==> config.mk <==
export PLATFORM = sky130hd
export DESIGN_NAME = nn_sample_sequencer_flat
export DESIGN_NICKNAME = d
export VERILOG_FILES = /design/src/rtl/nn_sample_sequencer_if.sv /design/src/rtl/nn_sample_sequencer.sv /design/src/flat_wrapper.sv
export SDC_FILE = /design/constraint.sdc
export NUM_CORES = 2
export LEC_CHECK = 0
export CAP_MARGIN = 15
export CORE_AREA = 5 5 380 382
export DETAILED_ROUTE_END_ITERATION = 6
export DIE_AREA = 0 0 385 387
export PLACE_DENSITY = 0.58
export SLEW_MARGIN = 20
export SYNTH_ARGS = -nofsm -noshare
export SYNTH_HDL_FRONTEND = slang
export SYNTH_SLANG_ARGS = --single-unit
==> constraint.sdc <==
create_clock -name clk -period 3.2 [get_ports clk]
set_clock_uncertainty 0.15 [all_clocks]
set_input_delay 0.48 -clock clk [delete_from_list [all_inputs] [get_ports clk]]
set_output_delay 0.48 -clock clk [all_outputs]
set_load 0.05 [all_outputs]
==> src/rtl/nn_sample_sequencer_if.sv <==
// Feature-beat, Neural_net indicator and classification-result signals shared by
// nn_sample_sequencer (slave) and the surrounding source/network/consumer (master).
interface nn_sample_sequencer_if #(
   parameter int N_FEAT = 60,
   parameter int FEAT_W = 16
);
   logic                     in_valid;
   logic [FEAT_W-1:0]        in_data;
   logic                     in_last;
   logic                     in_ready;
   logic [N_FEAT*FEAT_W-1:0] uzorak;
   logic                     indikator_1;
   logic                     indikator_2;
   logic                     res_valid;
   logic                     res_ready;
   logic                     res_mina;
   logic                     res_stijena;
   logic                     res_nejasno;
   logic                     err_len;
   logic                     busy;

   modport master (
      output in_valid, in_data, in_last, indikator_1, indikator_2, res_ready,
      input  in_ready, uzorak, res_valid, res_mina, res_stijena, res_nejasno, err_len, busy
   );

   modport slave (
      input  in_valid, in_data, in_last, indikator_1, indikator_2, res_ready,
      output in_ready, uzorak, res_valid, res_mina, res_stijena, res_nejasno, err_len, busy
   );
endinterface

==> src/rtl/nn_sample_sequencer.sv <==
// Streams N_FEAT feature beats into a packed sample, lets Neural_net settle, then
// captures its indicators as a handshaked result. Define NN_RESULT_CNT_EN for result counters.
module nn_sample_sequencer #(
   parameter int N_FEAT     = 60,
   parameter int FEAT_W     = 16,
   parameter int SETTLE_CYC = 4
) (
   input  logic                 clk,
   input  logic                 rst,
   nn_sample_sequencer_if.slave bus
`ifdef NN_RESULT_CNT_EN
   ,
   output logic [15:0]          cnt_uzoraka,
   output logic [15:0]          cnt_mina
`endif
);
   localparam int IDX_W = (N_FEAT > 1) ? $clog2(N_FEAT) : 1;
   localparam int UZ_W  = N_FEAT * FEAT_W;
   localparam int POS_W = (UZ_W > 1) ? $clog2(UZ_W) : 1;

   typedef enum logic [1:0] {ST_LOAD, ST_SETTLE, ST_RESULT} state_t;

   state_t           state;
   state_t           state_nxt;
   logic [IDX_W-1:0] beat_idx;
   logic [7:0]       settle_cnt;
   logic [POS_W-1:0] slot_lsb;
   logic             beat_acc;
   logic             last_idx;
   logic             good_end;
   logic             len_err;
   logic             settle_done;

   assign beat_acc    = bus.in_valid && bus.in_ready;
   assign last_idx    = (beat_idx == IDX_W'(N_FEAT - 1));
   assign good_end    = beat_acc && last_idx && bus.in_last;
   // A length error is a last marker on the wrong beat, or a missing one on the final beat.
   assign len_err     = beat_acc && (last_idx != bus.in_last);
   assign settle_done = (state == ST_SETTLE) && (settle_cnt == 8'd1);
   // Feature k lands at LSB offset (N_FEAT-1-k)*FEAT_W, so feature 0 sits in the MSBs.
   assign slot_lsb    = POS_W'((N_FEAT - 1 - int'(beat_idx)) * FEAT_W);

   // NOTE: sequential state uses <= so every register samples pre-edge values regardless of block order.
   always_ff @(posedge clk) begin
      if (rst) state <= ST_LOAD;
      else     state <= state_nxt;
   end

   // NOTE: the default assignment up front keeps this combinational block free of inferred latches.
   always_comb begin
      state_nxt = state;
      case (state)
         ST_LOAD:   if (good_end)      state_nxt = ST_SETTLE;
         ST_SETTLE: if (settle_done)   state_nxt = ST_RESULT;
         ST_RESULT: if (bus.res_ready) state_nxt = ST_LOAD;
         default:                      state_nxt = ST_LOAD;
      endcase
   end

   always_comb begin
      bus.in_ready  = 1'b0;
      bus.busy      = 1'b0;
      bus.res_valid = 1'b0;
      case (state)
         ST_LOAD:   bus.in_ready = 1'b1;
         ST_SETTLE: bus.busy     = 1'b1;
         ST_RESULT: begin
            bus.busy      = 1'b1;
            bus.res_valid = 1'b1;
         end
         default: ;
      endcase
   end

   always_ff @(posedge clk) begin
      if (rst) begin
         beat_idx        <= '0;
         settle_cnt      <= '0;
         // NOTE: the sample register is cleared on reset so Neural_net sees all-zero features afterwards.
         bus.uzorak      <= '0;
         bus.res_mina    <= 1'b0;
         bus.res_stijena <= 1'b0;
         bus.res_nejasno <= 1'b0;
         bus.err_len     <= 1'b0;
      end else begin
         bus.err_len <= len_err;
         if (beat_acc) begin
            bus.uzorak[slot_lsb +: FEAT_W] <= bus.in_data;
            beat_idx <= (last_idx || bus.in_last) ? '0 : beat_idx + IDX_W'(1);
         end
         if (good_end)                settle_cnt <= 8'(SETTLE_CYC);
         else if (state == ST_SETTLE) settle_cnt <= settle_cnt - 8'd1;
         if (settle_done) begin
            bus.res_mina    <= bus.indikator_1;
            bus.res_stijena <= bus.indikator_2;
            bus.res_nejasno <= (bus.indikator_1 == bus.indikator_2);
         end
      end
   end

`ifdef NN_RESULT_CNT_EN
   logic res_hs;
   assign res_hs = (state == ST_RESULT) && bus.res_ready;

   always_ff @(posedge clk) begin
      if (rst) begin
         cnt_uzoraka <= '0;
         cnt_mina    <= '0;
      end else if (res_hs) begin
         if (cnt_uzoraka != 16'hFFFF) cnt_uzoraka <= cnt_uzoraka + 16'd1;
         if (bus.res_mina && !bus.res_stijena && (cnt_mina != 16'hFFFF))
            cnt_mina <= cnt_mina + 16'd1;
      end
   end
`endif
endmodule

==> src/flat_wrapper.sv <==
// flat-port wrapper written by rule: the top's interface ports become plain ports
module nn_sample_sequencer_flat 
#(
   parameter int N_FEAT     = 60,
   parameter int FEAT_W     = 16,
   parameter int SETTLE_CYC = 4
)
  (clk, rst, bus_in_valid, bus_in_data, bus_in_last, bus_indikator_1, bus_indikator_2, bus_res_ready, bus_in_ready, bus_uzorak, bus_res_valid, bus_res_mina, bus_res_stijena, bus_res_nejasno, bus_err_len, bus_busy);
  nn_sample_sequencer_if #(.N_FEAT(N_FEAT), .FEAT_W(FEAT_W)) bus_i ();
  input  logic clk;
  input  logic rst;
  input wire logic [$bits(bus_i.in_valid)-1:0] bus_in_valid;
  input wire logic [$bits(bus_i.in_data)-1:0] bus_in_data;
  input wire logic [$bits(bus_i.in_last)-1:0] bus_in_last;
  input wire logic [$bits(bus_i.indikator_1)-1:0] bus_indikator_1;
  input wire logic [$bits(bus_i.indikator_2)-1:0] bus_indikator_2;
  input wire logic [$bits(bus_i.res_ready)-1:0] bus_res_ready;
  output wire logic [$bits(bus_i.in_ready)-1:0] bus_in_ready;
  output wire logic [$bits(bus_i.uzorak)-1:0] bus_uzorak;
  output wire logic [$bits(bus_i.res_valid)-1:0] bus_res_valid;
  output wire logic [$bits(bus_i.res_mina)-1:0] bus_res_mina;
  output wire logic [$bits(bus_i.res_stijena)-1:0] bus_res_stijena;
  output wire logic [$bits(bus_i.res_nejasno)-1:0] bus_res_nejasno;
  output wire logic [$bits(bus_i.err_len)-1:0] bus_err_len;
  output wire logic [$bits(bus_i.busy)-1:0] bus_busy;
  assign bus_i.in_valid = bus_in_valid;
  assign bus_i.in_data = bus_in_data;
  assign bus_i.in_last = bus_in_last;
  assign bus_i.indikator_1 = bus_indikator_1;
  assign bus_i.indikator_2 = bus_indikator_2;
  assign bus_i.res_ready = bus_res_ready;
  assign bus_in_ready = bus_i.in_ready;
  assign bus_uzorak = bus_i.uzorak;
  assign bus_res_valid = bus_i.res_valid;
  assign bus_res_mina = bus_i.res_mina;
  assign bus_res_stijena = bus_i.res_stijena;
  assign bus_res_nejasno = bus_i.res_nejasno;
  assign bus_err_len = bus_i.err_len;
  assign bus_busy = bus_i.busy;
  nn_sample_sequencer #(.N_FEAT(N_FEAT), .FEAT_W(FEAT_W), .SETTLE_CYC(SETTLE_CYC)) u_core (.clk(clk), .rst(rst), .bus(bus_i));
endmodule
[Word level (Yosys, flattened, before mapping)]
Cells that the tools add are included.
Cells by class
  $add $sub $neg: 4
  equality and inequality tests: 9
  shift-type cells: 2
  muxes and demuxes: 11
  reduce and logical (&&, ||, !) cells: 11
Operator list (number)
  $bwmux 960: 1
  $shift 16x12->960 const A: 1
  $shiftx 16x12->960: 1
  $neg 10->12: 1
  $eq 8x1->1 const B: 1
  $sub 8x1->8 const B: 1
  $add 6x1->6 const B: 1
  $eq 6x6->1 const B: 1
  $mux 2: 3
  $mux 3: 2
  $mux 6: 1
  $pmux 2 s3: 1
  $sub 6x6->6 const A: 1
  $logic_and 1x1->1: 5
  $ne 2x1->1 const B: 2
  $reduce_or 2->1: 2
  $mux 1: 3
  $reduce_and 3->1: 1
  $eq 2x1->1 const B: 1
  $eq 2x2->1 const B: 1
  $logic_not 2->1: 1
  $ne 2x2->1 const B: 1
  $reduce_bool 2->1: 1
  $eq 1x1->1: 1
  2 further kinds: 2
Word-level totals
  flip-flop bits (word level): 980
  input port bits: 23

[Logic depth before layout (Yosys ltp)]
  word-level depth: 7
  gate-level depth with buffers: 12
  depth with buffers taken out: 9

[Worst setup path after synthesis]
No wires, ideal clock.
  path kind: register to register
  start point: reg u_core.beat_idx[0]
  end point: reg u_core.bus.uzorak[31]
  library setup time: 0.072 ns
  arrival: 2.818 ns
  required time: 2.978 ns
  path slack: 0.161 ns
  cell stages (with the launch flop): 10
  buffers on the path: 3
  path through: dfxtp_1 clkbuf_1 inv_1 ha_1 clkbuf_1 nor2b_1 nor4b_1 clkbuf_1 nand2_1 mux2i_1
Between the ends
  word-level cells in the longest chain between the ends: 4
  elaborated cells on any way between the ends: 5
Ends and longest elaborated chain
  start, declared: line nn_sample_sequencer.sv:25  | logic [IDX_W-1:0] beat_idx;
  start signal, assigned: line nn_sample_sequencer.sv:89  | beat_idx <= (last_idx || bus.in_last) ? '0 : beat_idx + IDX_W'(1);
  $sub 6x6->6 (*): line nn_sample_sequencer.sv:41  | assign slot_lsb = POS_W'((N_FEAT - 1 - int'(beat_idx)) * FEAT_W);
  $neg 10->12 (*): line nn_sample_sequencer.sv:88  | bus.uzorak[slot_lsb +: FEAT_W] <= bus.in_data;
  $shiftx 16x12->960 / $shift 16x12->960 (equally long branches): line nn_sample_sequencer.sv:88
  $bwmux 960 (*): line nn_sample_sequencer.sv:88
  end signal, assigned by index: line nn_sample_sequencer.sv:88
  end, declared: line nn_sample_sequencer_if.sv:29  | output in_ready, uzorak, res_valid, res_mina, res_stijena, res_nejasno, err_len, busy
Every way passes the cells marked *; elsewhere a longest branch is shown, timed or not.
A chain may end at the register's enable or synchronous reset.

[Worst setup path after layout]
  start point: reg u_core.beat_idx[2]
  end point: reg u_core.bus.uzorak[483]
Same word-level chain as after synthesis.

==> results.toml <==
[layout]
nets = 4832
ff_latch_area_um2 = 19620
drive_above_1_share_pct = 12.24
area_growth_pct = 42.85
multi_input_area_um2 = 18220
fillerInstances = 13844

[yosys]
yosysTopAreaCellShare_pct = 50.18
synth_top_family_by_area = "multiplexers"
synth_area_leaders = "dfxtp_1 50%, mux2i_1 21%, nand2b_1 6.9%"
synth-seq-area-share_pct = 50.18
yosysWarnings = 0
synth.largest_area_cell = "dfxtp_1"
post_synth_fa_ha_maj_area_fraction_pct = 0.3840
synth-xor-area-share_pct = 0.3968
synth_compound_area_share_pct = 1.674
yosysUniqueCellTypes = 54
mappedNetlistNets = 3858
yosysMostFrequentCell = "dfxtp_1"
synth_edf_count = 0
synth_cells = 3823
synthSimpleGateAreaFrac_pct = 19.84
ys_seq_elements = 980
postSynthAreaPerCell_um2 = 10.23
ys_top_cells_by_count = "980 x dfxtp_1, 816 x mux2i_1, 514 x nand2_1, 429 x nand2b_1, 244 x clkbuf_1"
synthFlopType = "dfxtp_1"
synth_area_um2 = 39100
synth_mux_area_share_pct = 23.80
synth-async-reset-ratio_pct = 0

[critical_path]
crit_required_ns = 3.67
cpPeakStageDelay_ns = 0.40
critPathLaunchType = "flop"
crit_type = "flop to flop"
critPathCaptureType = "flop"
cp_cell_sequence = "inv_1 > ha_1 > nand4bb_1 > or2_0 > buf_4 > a211oi_4 > buf_12 > nand3_1 > mux2i_1"
arrival_ns = 3.53
critPathSlowestCell = "a211oi_4"
crit_buf_inv = 3
path_delay_family = "simple AND/OR/NAND/NOR gates"
crit_fanout = 11

[floorplan]
die_w_um = 385
die_h_um = 387
rows = 138
initial_core_util_pct = 27.78
die_area_um2 = 149000
core_area_um2 = 140700
ios = 990

[grt]
grt_pass1_wl_mm = 246.0
grt_pass1_vias = 31661
antenna_found_initial = 4
gr-total-overflow = 0
grt_usage_pct = 22.68
grt_max_degree = 178

[timing]
max_freq_ghz = 0.3267
finalMaxSlewViolations = 0
fin_setup_tns_ns = 0
hold_viol_final = 0
worst_slack_ns = 0.1386
fin_crit_ns = 3.061
worst_pin_slew_ns = 0.9640
slew_headroom_pct = 35.73
period_share_pct = 95.67
finalSetupViolCount = 0
rsz0062_at_grt = "no"
holdWs_ns = 0.1351

[route]
drc = 0
vias_per_cell = 4.725
wl_mm = 177.1
vias = 32022
postRouteAntennaNets = 0
wl_per_cell_um = 26.14
firstDrtPassIters = 7
drt_iter0_drc = 2056

[placement]
numPortBuffers = 989
pre_cts_ws_ns = 0.08138
dp_hpwl_mm = 128.7
gp_congestion = 0.8430

[clock_tree]
postCtsSetupBuffers = 0
clk_pin_slew_ns = 0.06
clock-sinks = 980
clock_path_buffers = 3
cts_buffers = 108
clk_latency_ns = 0.72
cts_tree = "done"
cts_htree_levels = 3
cts-root-buf = "clkbuf_16"

[pwr]
leakage_uw = 0.02397
irDropWorstVdd_uv = 396.7
power_density_nw_per_um2 = 474.0

[worst_hold_path]
hp-class = "primary input to flop"

[outcome]
status = "finished, final reports clean"

[job]
cap_violations = 0
==> logic make-up after synthesis <==
| kind of cell | after synthesis |
|---|---|
| multiplexers | 917 |
| adder cells (fa/ha/maj) | 12 |
| AND/OR/NAND/NOR | 1453 |
| XOR/XNOR | 16 |
| buffers and inverters | 347 |
| flip-flops | 980 |
| AO/OA/AOI/OAI | 98 |
==> sequential cells by signal, indices dropped and copies added, names as in the netlist <==
signal / cells
u_core.bus.uzorak: 960
u_core.settle_cnt: 8
u_core.beat_idx: 6
u_core.state: 2
u_core.bus.err_len: 1
u_core.bus.res_mina: 1
u_core.bus.res_nejasno: 1
u_core.bus.res_stijena: 1
==> worst paths after layout <==
check	to	start	slack [ns]	cells past startpoint
worst max register to register	u_core.bus.uzorak[483]$_SDFFE_PP0P_	u_core.beat_idx[2]$_SDFFE_PP0P_	0.14	9
worst min register to register	u_core.bus.uzorak[7]$_SDFFE_PP0P_	u_core.bus.uzorak[7]$_SDFFE_PP0P_	0.30	2
worst max-delay path	u_core.bus.uzorak[483]$_SDFFE_PP0P_	u_core.beat_idx[2]$_SDFFE_PP0P_	0.14	9
worst min-delay path	u_core.bus.uzorak[348]$_SDFFE_PP0P_	bus_in_data[12]	0.14	3
==> cell type report <==
type	count	share of cell area (%)
antenna	2	0.008961
clock buffer	165	5.692
clock inverter	33	0.7057
inverter	14	0.1075
multi-input combinational	2496	32.63
sequential	980	35.13
tap	1890	4.234
timing repair buffer	1197	21.50
==> stage by stage <==
| stage | area [um2] | util [%] | cells | power, uW |
|---|---|---|---|---|
| final | 55850 | 39.69 | 6777 | 26470 |
| after global routing | 55850 | 39.69 | 6775 | 27330 |
| after CTS | 55800 | 39.65 | 6775 | 26790 |
| after detailed placement | 52220 | 37.11 | 6576 | 14020 |
| after global placement | 52220 | 37.11 | 6576 | 14020 |
| after floorplan | 39100 | - | 3823 | 13290 |
==> worst register-to-register path, stage by stage (launching register included) <==
cell	delay [ns]
dfxtp_1	0.36
inv_1	0.10
ha_1	0.33
nand4bb_1	0.28
or2_0	0.28
buf_4	0.20
a211oi_4	0.40
buf_12	0.23
nand3_1	0.38
mux2i_1	0.27
==> cell usage in the layout (no fill, tap or decap), types with 9 or more instances in the layout <==
master           count
a21oi_1             32
and3_1              18
buf_12              49
buf_2               16
buf_4              158
clkbuf_1            33
clkbuf_16          110
clkbuf_8            22
clkdlybuf4s50_1    969
clkinv_2            19
dfxtp_1            980
ha_1                12
inv_1               13
mux2_2             101
mux2i_1            815
nand2_1            498
nand2_2             16
nand2b_1           428
nand3_1            123
nand3_2             36
nand4_1             87
nor2_1              59
nor2b_1            112
nor3_1              11
nor4_1              13
o21ai_0             18
o31ai_1             13
xnor2_1              9
==> metal layers <==
metal	part of all wire (%)	routed length, um	vias to the layer above	track usage [%]
met2	48	84270	1092	38.37
met1	41	72670	15840	27.42
met3	7.6	13490	255	6.427
met5	0	0	-	0
li1	-	-	14835	-
met4	3.8	6701	0	8.158
==> power breakdown <==
part           total, uW  leakage [uW]  switching, uW  internal [uW]
clock network      12700       0.00176           5330           7400
logic               1470        0.0143           1060            401
registers          12300       0.00789           32.3          12200
total              26500        0.0240           6430          20000
==> timing repair <==
item / in CTS / in global routing
endpoints found under the hold margin: 4 / 0
setup endpoints to repair: 0 / 54
hold buffers: 1 / 0
resized for setup: 0 / 10
Note: power is estimated with default switching activity, not from simulation.
